==> src/rtl/reorder_pkg.sv <==
// Shared constants and FSM state type for the RS(544,522) reorder/Forney event path.
package reorder_pkg;

  localparam int unsigned RS_N = 544;
  localparam int unsigned RS_T = 11;
  localparam int unsigned RS_W = 10;

  typedef enum logic [2:0] {
    IDLE,
    COLLECT,
    JUDGE,
    DRAIN,
    DONE
  } evt_tx_state_e;

endpackage

==> src/rtl/evt_fifo.sv <==
// Synchronous fall-through FIFO holding per-frame error events; flush wins over push.
module evt_fifo #(
  parameter int unsigned DEPTH = 11,
  parameter int unsigned WIDTH = 20
) (
  input  logic                       clk_i,
  input  logic                       rst_i,
  input  logic                       flush_i,
  input  logic                       push_i,
  input  logic [WIDTH-1:0]           wdata_i,
  input  logic                       pop_i,
  output logic [WIDTH-1:0]           rdata_o,
  output logic                       empty_o,
  output logic                       full_o,
  output logic [$clog2(DEPTH+1)-1:0] level_o
);

  localparam int unsigned   AW       = (DEPTH > 1) ? $clog2(DEPTH) : 1;
  localparam int unsigned   LW       = $clog2(DEPTH + 1);
  localparam logic [AW-1:0] LAST_PTR = AW'(DEPTH - 1);
  localparam logic [LW-1:0] DEPTH_C  = LW'(DEPTH);

  logic [WIDTH-1:0] mem [DEPTH];
  logic [AW-1:0]    wr_ptr_q, rd_ptr_q;
  logic [LW-1:0]    count_q;
  logic             do_push, do_pop;

  assign empty_o = (count_q == '0);
  assign full_o  = (count_q == DEPTH_C);
  assign level_o = count_q;
  assign rdata_o = mem[rd_ptr_q];
  assign do_pop  = pop_i && !empty_o && !flush_i;
  assign do_push = push_i && !flush_i && (!full_o || do_pop);

  // Depth need not be a power of two, so pointers wrap explicitly.
  function automatic logic [AW-1:0] ptr_inc(input logic [AW-1:0] p);
    return (p == LAST_PTR) ? '0 : p + AW'(1);
  endfunction

  always_ff @(posedge clk_i) begin
    if (do_push) mem[wr_ptr_q] <= wdata_i;
  end

  always_ff @(posedge clk_i) begin
    if (rst_i || flush_i) begin
      wr_ptr_q <= '0;
      rd_ptr_q <= '0;
      count_q  <= '0;
    end else begin
      if (do_push) wr_ptr_q <= ptr_inc(wr_ptr_q);
      if (do_pop)  rd_ptr_q <= ptr_inc(rd_ptr_q);
      if (do_push && !do_pop)      count_q <= count_q + LW'(1);
      else if (do_pop && !do_push) count_q <= count_q - LW'(1);
    end
  end

endmodule

==> src/rtl/forney_evt_tx.sv <==
// Forney event transmitter: collects Chien hits per frame, issues the correctability
// verdict, drains accepted events in order and closes each frame with one done pulse.
module forney_evt_tx
  import reorder_pkg::*;
#(
  parameter int unsigned W = RS_W,
  parameter int unsigned N = RS_N,
  parameter int unsigned T = RS_T
) (
  input  logic         clk_i,
  input  logic         rst_i,
  input  logic         chien_start_i,
  input  logic [4:0]   lambda_deg_i,
  input  logic         lambda_fail_i,
  input  logic         chien_vld_i,
  input  logic         chien_hit_i,
  input  logic [9:0]   chien_pos_i,
  input  logic [W-1:0] chien_y_i,
  input  logic         chien_last_i,
  output logic         chien_rdy_o,
  output logic         ecc_valid_o,
  output logic         exceed_o,
  output logic         forney_vld_o,
  output logic [9:0]   forney_pos_o,
  output logic [W-1:0] forney_y_o,
  input  logic         forney_rdy_i,
  output logic         recorrect_done_o,
  output logic         proto_err_o
);

  localparam int unsigned   CW  = $clog2(T + 2);
  localparam int unsigned   LW  = $clog2(T + 1);
  localparam int unsigned   DW  = 10 + W;
  localparam int unsigned   GW  = (CW > 5) ? CW : 5;
  localparam logic [CW-1:0] T_C = CW'(T);
  localparam logic [9:0]    N_C = 10'(N);

  evt_tx_state_e state_q, state_d;
  logic [4:0]    deg_q, deg_d;
  logic [CW-1:0] hit_cnt_q, hit_cnt_d;
  logic          fail_q, fail_d, oor_q, oor_d, proto_q, proto_d;
  logic          ecc_valid_q, ecc_valid_d, exceed_q, exceed_d, done_q, done_d;
  logic          fifo_push, fifo_pop, fifo_flush, fifo_empty, fifo_full;
  logic [DW-1:0] fifo_head;
  logic [LW-1:0] fifo_level;
  logic          beat_hit, pos_ok, drain_vld;

  assign beat_hit  = chien_vld_i && chien_hit_i;
  assign pos_ok    = (chien_pos_i < N_C);
  assign drain_vld = (state_q == DRAIN) && !fifo_empty;
  assign fifo_pop  = drain_vld && forney_rdy_i;

  evt_fifo #(
    .DEPTH(T),
    .WIDTH(DW)
  ) u_fifo (
    .clk_i  (clk_i),
    .rst_i  (rst_i),
    .flush_i(fifo_flush),
    .push_i (fifo_push),
    .wdata_i({chien_pos_i, chien_y_i}),
    .pop_i  (fifo_pop),
    .rdata_o(fifo_head),
    .empty_o(fifo_empty),
    .full_o (fifo_full),
    .level_o(fifo_level)
  );

  always_ff @(posedge clk_i) begin
    if (rst_i) begin
      state_q     <= IDLE;
      deg_q       <= '0;
      fail_q      <= 1'b0;
      hit_cnt_q   <= '0;
      oor_q       <= 1'b0;
      proto_q     <= 1'b0;
      ecc_valid_q <= 1'b0;
      exceed_q    <= 1'b0;
      done_q      <= 1'b0;
    end else begin
      state_q     <= state_d;
      deg_q       <= deg_d;
      fail_q      <= fail_d;
      hit_cnt_q   <= hit_cnt_d;
      oor_q       <= oor_d;
      proto_q     <= proto_d;
      ecc_valid_q <= ecc_valid_d;
      exceed_q    <= exceed_d;
      done_q      <= done_d;
    end
  end

  always_comb begin
    state_d    = state_q;
    deg_d      = deg_q;
    fail_d     = fail_q;
    hit_cnt_d  = hit_cnt_q;
    oor_d      = oor_q;
    proto_d    = proto_q;
    fifo_push  = 1'b0;
    fifo_flush = 1'b0;
    unique case (state_q)
      IDLE: begin
        if (chien_vld_i) proto_d = 1'b1;
        if (chien_start_i) begin
          deg_d      = lambda_deg_i;
          fail_d     = lambda_fail_i;
          hit_cnt_d  = '0;
          oor_d      = 1'b0;
          fifo_flush = 1'b1;
          state_d    = COLLECT;
        end
      end
      COLLECT: begin
        if (chien_start_i) proto_d = 1'b1;
        // Hits beyond T are still counted (saturating at T+1) so the verdict sees overflow.
        if (beat_hit) begin
          if (!pos_ok) oor_d = 1'b1;
          if (hit_cnt_q < T_C) fifo_push = pos_ok && !fifo_full;
          if (hit_cnt_q <= T_C) hit_cnt_d = hit_cnt_q + CW'(1);
        end
        if (chien_vld_i && chien_last_i) state_d = JUDGE;
      end
      JUDGE: begin
        if (exceed_q || (hit_cnt_q == '0)) begin
          fifo_flush = 1'b1;
          state_d    = DONE;
        end else begin
          state_d = DRAIN;
        end
      end
      DRAIN: begin
        if (fifo_empty || (fifo_pop && (fifo_level == LW'(1)))) state_d = DONE;
      end
      DONE:    state_d = IDLE;
      default: state_d = IDLE;
    endcase
  end

  // Verdict and done are registered off the next state so they line up with JUDGE/DONE.
  always_comb begin
    chien_rdy_o = (state_q == IDLE) || (state_q == COLLECT);
    ecc_valid_d = (state_d == JUDGE);
    exceed_d    = (state_d == JUDGE) &&
                  (fail_q || oor_d || (hit_cnt_d > T_C) || (GW'(hit_cnt_d) != GW'(deg_q)));
    done_d      = (state_d == DONE);
  end

  assign ecc_valid_o      = ecc_valid_q;
  assign exceed_o         = exceed_q;
  assign recorrect_done_o = done_q;
  assign proto_err_o      = proto_q;
  assign forney_vld_o     = drain_vld;
  assign forney_pos_o     = drain_vld ? fifo_head[DW-1 -: 10] : '0;
  assign forney_y_o       = drain_vld ? fifo_head[W-1:0] : '0;

endmodule

==> config.mk <==
export PLATFORM = sky130hd
export DESIGN_NAME = forney_evt_tx
export DESIGN_NICKNAME = d
export VERILOG_FILES = /design/src/rtl/reorder_pkg.sv /design/src/rtl/evt_fifo.sv /design/src/rtl/forney_evt_tx.sv
export SDC_FILE = /design/constraint.sdc
export NUM_CORES = 1
export LEC_CHECK = 0
export BUFFER_PORTS_ARGS = -buffer_cell sky130_fd_sc_hd__buf_2
export CORE_MARGIN = 1
export CORE_UTILIZATION = 46
export CTS_BUF_LIST = sky130_fd_sc_hd__clkbuf_8 sky130_fd_sc_hd__clkbuf_16
export DETAILED_ROUTE_END_ITERATION = 7
export GPL_TIMING_DRIVEN = 0
export PLACE_DENSITY = 0.68
export SETUP_SLACK_MARGIN = 0.3
export SKIP_CTS_REPAIR_TIMING = 1
export SKIP_LAST_GASP = 1
export SYNTH_ARGS = -nofsm -noshare
export SYNTH_HDL_FRONTEND = slang
export SYNTH_SLANG_ARGS = --single-unit
==> constraint.sdc <==
create_clock -name clk_i -period 4.5 [get_ports clk_i]
set_input_delay 0 -clock clk_i [delete_from_list [all_inputs] [get_ports clk_i]]
set_output_delay 0 -clock clk_i [all_outputs]
set_load 0.05 [all_outputs]
==> flow_metrics.env <==
export IMPL_status="finished, final reports clean"
export IMPL_yosysSeqAreaShare_pct=71.3
export IMPL_placed_cells=903
export IMPL_finalClockSkew_ps=16.9
export IMPL_drc=0
export IMPL_crit_path_top_delay_cell="nor3_2"
export IMPL_vias_per_cell=5.69
export IMPL_synth_flop_cell="edfxtp_1"
export IMPL_grt_max_degree=21
export IMPL_portBuffers=57
export IMPL_die_w_um=151
export IMPL_floorplan_initialDensity_pct=46.8
export IMPL_min_path_type="primary input to flop"
export IMPL_rsz0062_at_grt="false"
export IMPL_hold_viol=0
export IMPL_via_count=5618
export IMPL_synth_top_area_share_pct=64.7
export IMPL_holdWs_ps=259
export IMPL_worstPathCellList="buf_2 -> nor3b_2 -> and4_1 -> nand2_1 -> or3_1 -> nor3_2 -> buf_4"
export IMPL_maxCapViolations=0
export IMPL_cts_tree="done"
export IMPL_rows=54
export IMPL_wl_um=21800
export IMPL_final_area_um2=12300
export IMPL_synth_most_common_cell="edfxtp_1"
export IMPL_syn_num_nets=594
export IMPL_fmax_mhz=312
export IMPL_final_nets=726
export IMPL_power_density_nw_per_um2=395
export IMPL_pre_cts_slack_ps=1350
export IMPL_finalMaxSlewViolations=0
export IMPL_track_usage_pct=19.8
export IMPL_post_route_period_util_pct=71.2
export IMPL_drive_gt1_share_pct=31.1
export IMPL_clk_latency_ps=530
export IMPL_die_area_um2=22800
export IMPL_netlist_area_um2=10200
export IMPL_clockBufferDepth=3
export IMPL_hpwl_um=13400
export IMPL_path_clk_slew_ps=60
export IMPL_post_route_min_period_ps=3200
export IMPL_r2r_end="u_fifo.mem[0][8]"
export IMPL_final_cells=987
export IMPL_reg2reg_depth=7
export IMPL_final_core_utilization_pct=56.4
export IMPL_r2r_slack_ps=1300
export IMPL_avgSynthCellArea_um2=18.4
export IMPL_cts_root_buf="clkbuf_16"
export IMPL_crit_type="flop to flop"
export IMPL_yosys_top_cells_count="220 x edfxtp_1, 60 x mux4_2, 34 x dfxtp_1"
export IMPL_core_um2=21800
export IMPL_synth_seq_cells=254
export IMPL_grt_pass1_vias=5745
export IMPL_total_power_mw=4.86
export IMPL_synth_cells=555
export IMPL_drtAntennaViolNets=0
export IMPL_worstPathRequired_ps=4720
export IMPL_ios=59
export IMPL_grt_pass1_wl_um=32900
export IMPL_drtPass1Iterations=4
export IMPL_clkSinkCount=254
export IMPL_p_leak_nw=4.08
export IMPL_post_drt_wl_per_cell_um=22.1
export IMPL_hold_depth=4
export IMPL_cp_arrival_ps=3420
export IMPL_setup_viol=0
export IMPL_place_congestion=0.849
export IMPL_finalSetupTns_ps=0
export IMPL_setup_ws_ps=1300
export IMPL_place_area_um2=11100
export IMPL_antenna_cells=0
export IMPL_yosys_warnings=0
export IMPL_max_slew_worst_pin_slew_ps=1170
export IMPL_end_kind="flop"
export IMPL_synth_cell_types=63
export IMPL_dieHeight_um=151
export IMPL_cts_max_level=1
export IMPL_cts_buffers=26
export IMPL_cp_slowest_stage_delay_ps=660
export IMPL_antenna_found_initial=0
export IMPL_slew_headroom_pct=22.1
export IMPL_cp_start_kind="flop"
export IMPL_cp_top_family="simple AND/OR/NAND/NOR gates"
export IMPL_max_vdd_ir_drop_mv=0.221
export IMPL_synth_edf_count=220
export IMPL_worstHoldEndpoint="deg_q[1]"
export IMPL_drtIter0Drc=423
export IMPL_gr_total_overflow=0
export IMPL_synth_top_area_cell="edfxtp_1"
export IMPL_ys_async_sr_fraction_pct=0
export IMPL_critPathMaxFanout=10
export IMPL_crit_buf_inv=2
export IMPL_area_growth_synth_to_final_pct=20.5
export IMPL_yosys_top_cells_area="edfxtp_1 65%, mux4_2 13%, dfxtp_1 6.7%"
export IMPL_min_from="lambda_deg_i[1]"
export IMPL_r2r_start="state_q[2]"
==> cells in the final DEF (no fill, tap or decap), drive strengths merged, types with 4 or more instances in the layout <==
cell type / synthesis / layout
a21oi: 20 / 20
a31oi: 4 / 4
and2: 21 / 21
and4: 4 / 4
buf: 10 / 78
clkbuf: 16 / 47
clkinv: 0 / 13
dfxtp: 34 / 34
dlygate4sd3: 0 / 36
edfxtp: 220 / 220
ha: 6 / 6
inv: 8 / 10
mux2: 21 / 21
mux4: 60 / 60
nand2: 22 / 22
nand4: 6 / 6
nor2: 28 / 28
nor3: 7 / 7
o21ai: 5 / 5
==> cells by family (layout without fill, tap and decap cells) <==
logic type      Yosys count  in the layout  synth area share [%]
compound gates           52             52                  3.60
xor+xnor                  6              6                 0.515
fa+ha+maj                 6              6                 0.735
buf+inv                  34            186                  1.49
flops                   254            254                  71.3
mux                      82             82                  15.6
simple gates            121            121                  6.66
==> power by group <==
part | total [mW] | switching, mW | internal [mW]
sequential | 2.57 | 0.00702 | 2.56
clock | 2.15 | 0.884 | 1.27
combinational | 0.141 | 0.0799 | 0.0609
total | 4.86 | 0.971 | 3.89
==> layer usage <==
metal,vias to the layer above,global-route usage (%),wire length (um)
met5,-,0,0
met3,38,3.04,1160
met4,0,5.80,447
met1,2901,26.5,9110
li1,2512,-,-
met2,167,33.5,11100
==> final cells by class <==
cell class | count | area, um2
flip-flops and latches | 254 | 7290
plain buffers | 26 | 123
clock inverters | 17 | 111
fillers | 1670 | 9520
multi-input cells | 267 | 2830
repair buffers | 104 | 806
clock buffers | 31 | 764
well taps | 280 | 350
inverters | 8 | 30.0
==> worst register-to-register path, stage by stage (launching register included) <==
cell	delay (ps)
dfxtp_1	320
buf_2	180
nor3b_2	380
and4_1	360
nand2_1	150
or3_1	500
nor3_2	660
buf_4	340
==> sequential cells by signal, summed over array words and instances (netlist names), named ones only <==
name              cells
deg_q                 5
hit_cnt_q             4
ecc_valid_o           1
fail_q                1
exceed_o              1
proto_err_o           1
recorrect_done_o      1
u_fifo.level_o        4
u_fifo.wr_ptr_q       4
u_fifo.rd_ptr_q       4
oor_q                 1
state_q               3
u_fifo.mem          220
==> how the worst max path moves through the flow <==
stage / startpoint / end / slack [ps] / cells after the start
finish: state_q[2] / u_fifo.mem[0][8] / 1300 / 7
detailed placement: state_q[2] / u_fifo.mem[0][8] / 1350 / 7
floorplan: state_q[2] / u_fifo.mem[0][0] / 1180 / 6
CTS: flop / forney_y_o[9] / 1250 / 7
global route: flop / forney_y_o[9] / 1160 / 7
global placement: state_q[2] / u_fifo.mem[0][8] / -720 / 6
Power figures use the tool's default switching activity.
